`config.mk`:
```
export PLATFORM = sky130hd
export DESIGN_NAME = mem_arbiter_flat
export DESIGN_NICKNAME = d
export VERILOG_FILES = /design/src/rtl/mem_arbiter_if.sv /design/src/rtl/mem_arbiter.sv /design/src/flat_wrapper.sv
export SDC_FILE = /design/constraint.sdc
export NUM_CORES = 1
export LEC_CHECK = 0
export ABC_AREA = 1
export ABC_CLOCK_PERIOD_IN_PS = 3900
export CAP_MARGIN = 20
export CORE_AREA = 2 2 198 200
export DETAILED_ROUTE_END_ITERATION = 12
export DIE_AREA = 0 0 200 202
export REMOVE_ABC_BUFFERS = 1
export SYNTH_ARGS = -nofsm -noshare
export SYNTH_HDL_FRONTEND = slang
export SYNTH_SLANG_ARGS = --single-unit
```
`constraint.sdc`:
```
create_clock -name clk -period 3.9 [get_ports clk]
set_input_delay 0.39 -clock clk [delete_from_list [all_inputs] [get_ports clk]]
set_output_delay 0.39 -clock clk [all_outputs]
set_load 0.005 [all_outputs]
```
`src/rtl/mem_arbiter_if.sv`:
```
// Core-side valid/ready ports plus the shared slave bus for mem_arbiter.
// slave: the arbiter's view (serves the cores, drives the bus); master: the environment's view.
interface mem_arbiter_if #(
  parameter int N_PORTS = 4
);
  logic [N_PORTS-1:0]    mem_valid;
  logic [32*N_PORTS-1:0] mem_addr;
  logic [32*N_PORTS-1:0] mem_wdata;
  logic [4*N_PORTS-1:0]  mem_wstrb;
  logic [N_PORTS-1:0]    mem_ready;
  logic [32*N_PORTS-1:0] mem_rdata;
  logic                  s_valid;
  logic [31:0]           s_addr;
  logic [31:0]           s_wdata;
  logic [3:0]            s_wstrb;
  logic                  s_ready;
  logic [31:0]           s_rdata;

  modport slave (
    input  mem_valid, mem_addr, mem_wdata, mem_wstrb, s_ready, s_rdata,
    output mem_ready, mem_rdata, s_valid, s_addr, s_wdata, s_wstrb
  );

  modport master (
    output mem_valid, mem_addr, mem_wdata, mem_wstrb, s_ready, s_rdata,
    input  mem_ready, mem_rdata, s_valid, s_addr, s_wdata, s_wstrb
  );
endinterface

```
`src/rtl/mem_arbiter.sv`:
```
// N-port arbiter onto one shared bus (TDM or round-robin); zero-wait transfer takes 3 cycles.
// Requests wait in mem_valid until granted; slave stalls hold BUSY until s_ready or timeout abort.
module mem_arbiter #(
  parameter int          N_PORTS   = 4,
  parameter int          MODE      = 1,
  parameter int          TIMEOUT   = 255,
  parameter logic [31:0] ERR_RDATA = 32'hDEADBEEF,
  localparam int         PORT_BITS = (N_PORTS > 2) ? $clog2(N_PORTS) : 1
) (
  input  logic                 clk,
  input  logic                 rstn,
  mem_arbiter_if.slave         bus,
  output logic [PORT_BITS-1:0] grant_id,
  output logic                 bus_err
);

  localparam int CW = (TIMEOUT > 0) ? $clog2(TIMEOUT + 1) : 1;

  typedef enum logic [1:0] {IDLE, BUSY, RESP} state_t;

  state_t               state, state_nxt;
  logic [PORT_BITS-1:0] slot;
  logic [PORT_BITS-1:0] last;
  logic [PORT_BITS-1:0] pick;
  logic [PORT_BITS-1:0] rr_sel;
  logic                 pick_vld;
  logic                 tmo_hit;
  logic [CW-1:0]        wait_cnt;
  int                   rr_idx;

  // Grant candidate, only consumed in IDLE.
  always_comb begin
    pick     = '0;
    pick_vld = 1'b0;
    rr_idx   = 0;
    rr_sel   = '0;
    if (MODE == 0) begin
      pick     = slot;
      pick_vld = bus.mem_valid[slot];
    end else begin
      for (int i = 1; i <= N_PORTS; i++) begin
        rr_idx = (int'(last) + i) % N_PORTS;
        rr_sel = PORT_BITS'(rr_idx);
        if (!pick_vld && bus.mem_valid[rr_sel]) begin
          pick     = rr_sel;
          pick_vld = 1'b1;
        end
      end
    end
  end

  always_ff @(posedge clk or negedge rstn) begin
    if (!rstn) state <= IDLE;
    else       state <= state_nxt;
  end

  always_comb begin
    state_nxt = state;
    tmo_hit   = 1'b0;
    case (state)
      IDLE: if (pick_vld) state_nxt = BUSY;
      BUSY: begin
        if (bus.s_ready) begin
          state_nxt = RESP;
        end else if (TIMEOUT != 0 && wait_cnt == CW'(TIMEOUT)) begin
          tmo_hit   = 1'b1;
          state_nxt = RESP;
        end
      end
      RESP:    state_nxt = IDLE;
      default: state_nxt = IDLE;
    endcase
  end

  always_ff @(posedge clk or negedge rstn) begin
    if (!rstn) begin
      bus.s_valid   <= 1'b0;
      bus.s_addr    <= '0;
      bus.s_wdata   <= '0;
      bus.s_wstrb   <= '0;
      bus.mem_ready <= '0;
      bus.mem_rdata <= '0;
      grant_id      <= '0;
      bus_err       <= 1'b0;
      wait_cnt      <= '0;
      slot          <= '0;
      last          <= PORT_BITS'(N_PORTS - 1);
    end else begin
      bus.mem_ready <= '0;
      bus_err       <= 1'b0;
      case (state)
        IDLE: begin
          // TDM slot moves on every idle cycle so each port's timing ignores others' traffic.
          if (MODE == 0)
            slot <= (slot == PORT_BITS'(N_PORTS - 1)) ? '0 : slot + 1'b1;
          if (pick_vld) begin
            bus.s_addr  <= bus.mem_addr[32*int'(pick) +: 32];
            bus.s_wdata <= bus.mem_wdata[32*int'(pick) +: 32];
            bus.s_wstrb <= bus.mem_wstrb[4*int'(pick) +: 4];
            bus.s_valid <= 1'b1;
            grant_id    <= pick;
            last        <= pick;
            wait_cnt    <= '0;
          end
        end
        BUSY: begin
          if (state_nxt == RESP) begin
            bus.s_valid                          <= 1'b0;
            bus.mem_ready[grant_id]              <= 1'b1;
            bus.mem_rdata[32*int'(grant_id) +: 32] <= bus.s_ready ? bus.s_rdata : ERR_RDATA;
            bus_err                              <= tmo_hit;
          end else begin
            wait_cnt <= wait_cnt + 1'b1;
          end
        end
        default: ;
      endcase
    end
  end

endmodule

```
`src/flat_wrapper.sv`:
```
// flat-port wrapper written by rule: the top's interface ports become plain ports
module mem_arbiter_flat 
#(
  parameter int          N_PORTS   = 4,
  parameter int          MODE      = 1,
  parameter int          TIMEOUT   = 255,
  parameter logic [31:0] ERR_RDATA = 32'hDEADBEEF,
  localparam int         PORT_BITS = (N_PORTS > 2) ? $clog2(N_PORTS) : 1
)
  (clk, rstn, grant_id, bus_err, bus_mem_valid, bus_mem_addr, bus_mem_wdata, bus_mem_wstrb, bus_s_ready, bus_s_rdata, bus_mem_ready, bus_mem_rdata, bus_s_valid, bus_s_addr, bus_s_wdata, bus_s_wstrb);
  mem_arbiter_if #(.N_PORTS(N_PORTS)) bus_i ();
  input  logic clk;
  input  logic rstn;
  output logic [PORT_BITS-1:0] grant_id;
  output logic bus_err;
  input wire logic [$bits(bus_i.mem_valid)-1:0] bus_mem_valid;
  input wire logic [$bits(bus_i.mem_addr)-1:0] bus_mem_addr;
  input wire logic [$bits(bus_i.mem_wdata)-1:0] bus_mem_wdata;
  input wire logic [$bits(bus_i.mem_wstrb)-1:0] bus_mem_wstrb;
  input wire logic [$bits(bus_i.s_ready)-1:0] bus_s_ready;
  input wire logic [$bits(bus_i.s_rdata)-1:0] bus_s_rdata;
  output wire logic [$bits(bus_i.mem_ready)-1:0] bus_mem_ready;
  output wire logic [$bits(bus_i.mem_rdata)-1:0] bus_mem_rdata;
  output wire logic [$bits(bus_i.s_valid)-1:0] bus_s_valid;
  output wire logic [$bits(bus_i.s_addr)-1:0] bus_s_addr;
  output wire logic [$bits(bus_i.s_wdata)-1:0] bus_s_wdata;
  output wire logic [$bits(bus_i.s_wstrb)-1:0] bus_s_wstrb;
  assign bus_i.mem_valid = bus_mem_valid;
  assign bus_i.mem_addr = bus_mem_addr;
  assign bus_i.mem_wdata = bus_mem_wdata;
  assign bus_i.mem_wstrb = bus_mem_wstrb;
  assign bus_i.s_ready = bus_s_ready;
  assign bus_i.s_rdata = bus_s_rdata;
  assign bus_mem_ready = bus_i.mem_ready;
  assign bus_mem_rdata = bus_i.mem_rdata;
  assign bus_s_valid = bus_i.s_valid;
  assign bus_s_addr = bus_i.s_addr;
  assign bus_s_wdata = bus_i.s_wdata;
  assign bus_s_wstrb = bus_i.s_wstrb;
  mem_arbiter #(.N_PORTS(N_PORTS), .MODE(MODE), .TIMEOUT(TIMEOUT), .ERR_RDATA(ERR_RDATA)) u_core (.clk(clk), .rstn(rstn), .bus(bus_i), .grant_id(grant_id), .bus_err(bus_err));
endmodule
```
==> impl_metrics.toml <==
[floorplan]
floorplan.die.width_um = 200
fp.dieH_um = 202
ios = 515
number_of_placement_rows = 72
die_area_sq_um = 40400
core_region_area_sq_um = 38300
initial_core_util_pct = 33.2

[global_routing]
global_route_track_usage_on_met3_pct = 5.66
grt_start_max_net_pins = 138
first_global_vias = 13700
global_route.overflow_total = 0
grt_pass1_wl_mm = 79.5
gr-usage-all-layers_pct = 25.0
grt_antenna_before_repair = 11
globalRouteMet2Util_pct = 42.3
top_usage_layer = "met2"
grtUsageMet1_pct = 31.9

[cells_and_area]
leading_cell_type_in_the_layout_fill_and_taps_excluded = "sky130_fd_sc_hd__nand2_1"
synthToLayoutAreaGrowth_pct = 50.0
final_area_sq_um = 19100
fillCellCount = 3816
stdcell_count = 2799
layout_common_cells = "sky130_fd_sc_hd__nand2_1, sky130_fd_sc_hd__clkdlybuf4s50_1, sky130_fd_sc_hd__nand3_1, sky130_fd_sc_hd__inv_1, sky130_fd_sc_hd__dfrtp_1"
layout-drive-gt1-share_pct = 4.04
nets = 2575

[drt]
drcViolationCount = 0
drtIter0Drc = 813
detailedRoute.firstPassIterationCount = 5
routed_via_density = 4.92
routed_wl_mm = 51.5
num_vias = 13800
wl_per_cell_um = 18.4
postRouteAntennaNets = 0

[setup_path]
setup.worst_path.end_class = "register"
worstPathArrival_ns = 3.19
crit_path_start_kind = "register"
path_common_cell = "sky130_fd_sc_hd__nand2_1"
critical_path_cell_list = "inv_2 > nand2_1 > nand2_1 > nand2_1 > nand2_1 > nor2_2 > nand4_1 > nand2_2 > buf_4 > nand3_1 > nand2_1 > nand2_1 > nand2_1"
critPathBufInv = 2
dominant_delay_contributor_by_cell_family_on_the_critical_path = "simple AND/OR/NAND/NOR gates"
cpMaxStageDelayCell = "sky130_fd_sc_hd__buf_4"
crit_path_max_fanout = 68
timing.setup.critical_path_class = "reg -> reg"
critical-path-max-stage-delay_ns = 0.64
crit_required_ns = 4.36

[sta]
final-max-slew-violation-count = 0
layout_worst_path_cycle_share_pct = 69.9
unrepaired_setup_endpoints_after_global_routing = "no"
max_slew.worst_pin.slew_ns = 0.857
max_clock_freq_mhz = 367
finalHoldViolCount = 0
report.final.setup_viol = 0
final_critical_path_time_including_i_o_delays_and_setup_ns = 2.73
slew_headroom_pct = 42.9
fin_worst_skew_ns = 0.00658

[yosys]
synthesis.instances = 1825
synth_area_sq_um = 12700
synth.yosys.seq_area_share_pct = 42.5
yosys_warnings = 0
library_cells_used_by_synthesis = 25
synth_area_per_cell_sq_um = 6.97
postSynthRegisterBits = 216

[clock_network]
ctsHtreeMaxLevel = 1
maximum_number_of_buffers_from_clock_root_to_sink = 3
clock_tree_from_tritoncts = "built"
cts_root_buf = "sky130_fd_sc_hd__clkbuf_16"
insertion_delay_ns = 0.52
clock_sinks = 216
clk_transition_reported_paths_ns = 0.06
cts.repair.resized = 0
tritoncts.num_buffers = 24

[placement]
dpl_cell_area_sq_um = 18200
gpl.final_weighted_congestion = 0.860
place.port_buffers = 514
placed_cells = 2749
place.detailed.hpwl_mm = 36.5

[run_status]
status = "completed"

[pwr]
fin_total_pwr_mw = 16.1
static-leakage-power_nw = 9.78
power_per_cell_area_nw_per_um2 = 843
vdd_drop_max_uv = 1190

[flow_run]
cap_violations = 0

[hold_path]
hold_path_class = "reg -> reg"
## cell families after synthesis
family | Yosys count | synth area share [%]
fa+ha+maj | 6 | 0.590
xor+xnor | 3 | 0.207
simple gates | 1090 | 39.1
compound gates | 141 | 5.60
flops | 216 | 42.5
buf+inv | 369 | 12.0
## layout make-up
cell class | count | area [sq um] | area share (%)
well taps | 518 | 648 | 3.40
flip-flops and latches | 216 | 5410 | 28.3
clock buffers | 40 | 752 | 3.94
repair buffers | 546 | 5490 | 28.8
multi-input cells | 1240 | 5830 | 30.6
clock inverters | 4 | 70.1 | 0.367
diodes | 5 | 12.5 | 0.0656
inverters | 230 | 863 | 4.52
## worst min-delay path, stage by stage (launching register included)
cell                      delay [ns]
sky130_fd_sc_hd__dfrtp_1        0.34
sky130_fd_sc_hd__nand2_1        0.05
sky130_fd_sc_hd__nand2_1        0.05
## registers in the layout, indices dropped and copies added (netlist names)
signal and count:
u_core.bus.mem_rdata 128, u_core.bus.mem_ready 4, u_core.bus.s_addr 32, u_core.bus.s_valid 1
u_core.bus.s_wdata 32, u_core.bus.s_wstrb 4, u_core.bus_err 1, u_core.grant_id 2
u_core.last 2, u_core.state 2, u_core.wait_cnt 8
## report_power, final
group / internal (mW) / total (mW) / switching (mW)
sequential: 3.03 / 3.47 / 0.439
combinational: 3.69 / 10.2 / 6.54
clock: 1.44 / 2.37 / 0.935
total: 8.16 / 16.1 / 7.91
## layer usage
metal | vias to the layer above | part of all wire, %
met3 | 68 | 8.7
met1 | 6438 | 40
met5 | - | 0.14
met2 | 590 | 48
met4 | 10 | 2.3
li1 | 6674 | -
## what timing repair did
action | CTS | global route
hold endpoints to repair | 97 | 0
setup endpoints to repair | 0 | 0
setup buffers | 0 | 0
hold buffers | 1 | 0
## metrics by stage
stage	util (%)	hold slack [ns]	setup TNS (ns)	setup WS (ns)
floorplan	-	0.0944	-148.33	-1.63
global placement	47.6	0.465	0	1.06
detailed placement	47.6	0.465	0	0.945
CTS	49.8	0.470	0	1.11
global route	49.8	0.490	0	0.888
finish	49.8	0.478	0	1.17
## synthesized netlist by cell type
library cell	number	area [sq um]
sky130_fd_sc_hd__nand2_1	595	2230
sky130_fd_sc_hd__nand3_1	242	1210
sky130_fd_sc_hd__inv_1	226	848
sky130_fd_sc_hd__dfrtp_1	214	5360
sky130_fd_sc_hd__o21ai_0	135	676
sky130_fd_sc_hd__nand3b_1	93	698
sky130_fd_sc_hd__nand4_1	78	488
sky130_fd_sc_hd__nor2_1	72	270
sky130_fd_sc_hd__clkbuf_1	71	267
sky130_fd_sc_hd__buf_2	47	235
sky130_fd_sc_hd__buf_4	10	75.1
sky130_fd_sc_hd__buf_6	6	67.6
sky130_fd_sc_hd__ha_1	6	75.1
sky130_fd_sc_hd__buf_1	5	18.8
sky130_fd_sc_hd__nand2_2	5	31.3
sky130_fd_sc_hd__inv_2	4	15.0
sky130_fd_sc_hd__a21oi_1	3	15.0
sky130_fd_sc_hd__xor2_1	3	26.3
sky130_fd_sc_hd__dfstp_2	2	52.6
sky130_fd_sc_hd__nand3_2	2	20.0
sky130_fd_sc_hd__nor3_1	2	10.0
sky130_fd_sc_hd__a22o_1	1	8.76
sky130_fd_sc_hd__nor2_2	1	6.26
sky130_fd_sc_hd__o21a_1	1	7.51
sky130_fd_sc_hd__o21ai_1	1	5.00
## path summary, 6_finish.rpt
check                                 startpoint                        to  slack [ns]  depth (start not counted)
max in group asynchronous                   rstn            u_core.last[0]        2.49                          3
setup / recovery                  u_core.last[0]      u_core.bus.s_addr[2]        1.17                         13
hold / removal             u_core.bus.s_addr[22]     u_core.bus.s_addr[22]        0.48                          2
hold reg to reg            u_core.bus.s_addr[22]     u_core.bus.s_addr[22]        0.48                          2
setup reg to reg                  u_core.last[0]      u_core.bus.s_addr[2]        1.17                         13
min in group asynchronous                   rstn  u_core.bus.mem_rdata[16]        0.53                          2
(Power assumes the default switching activity.)
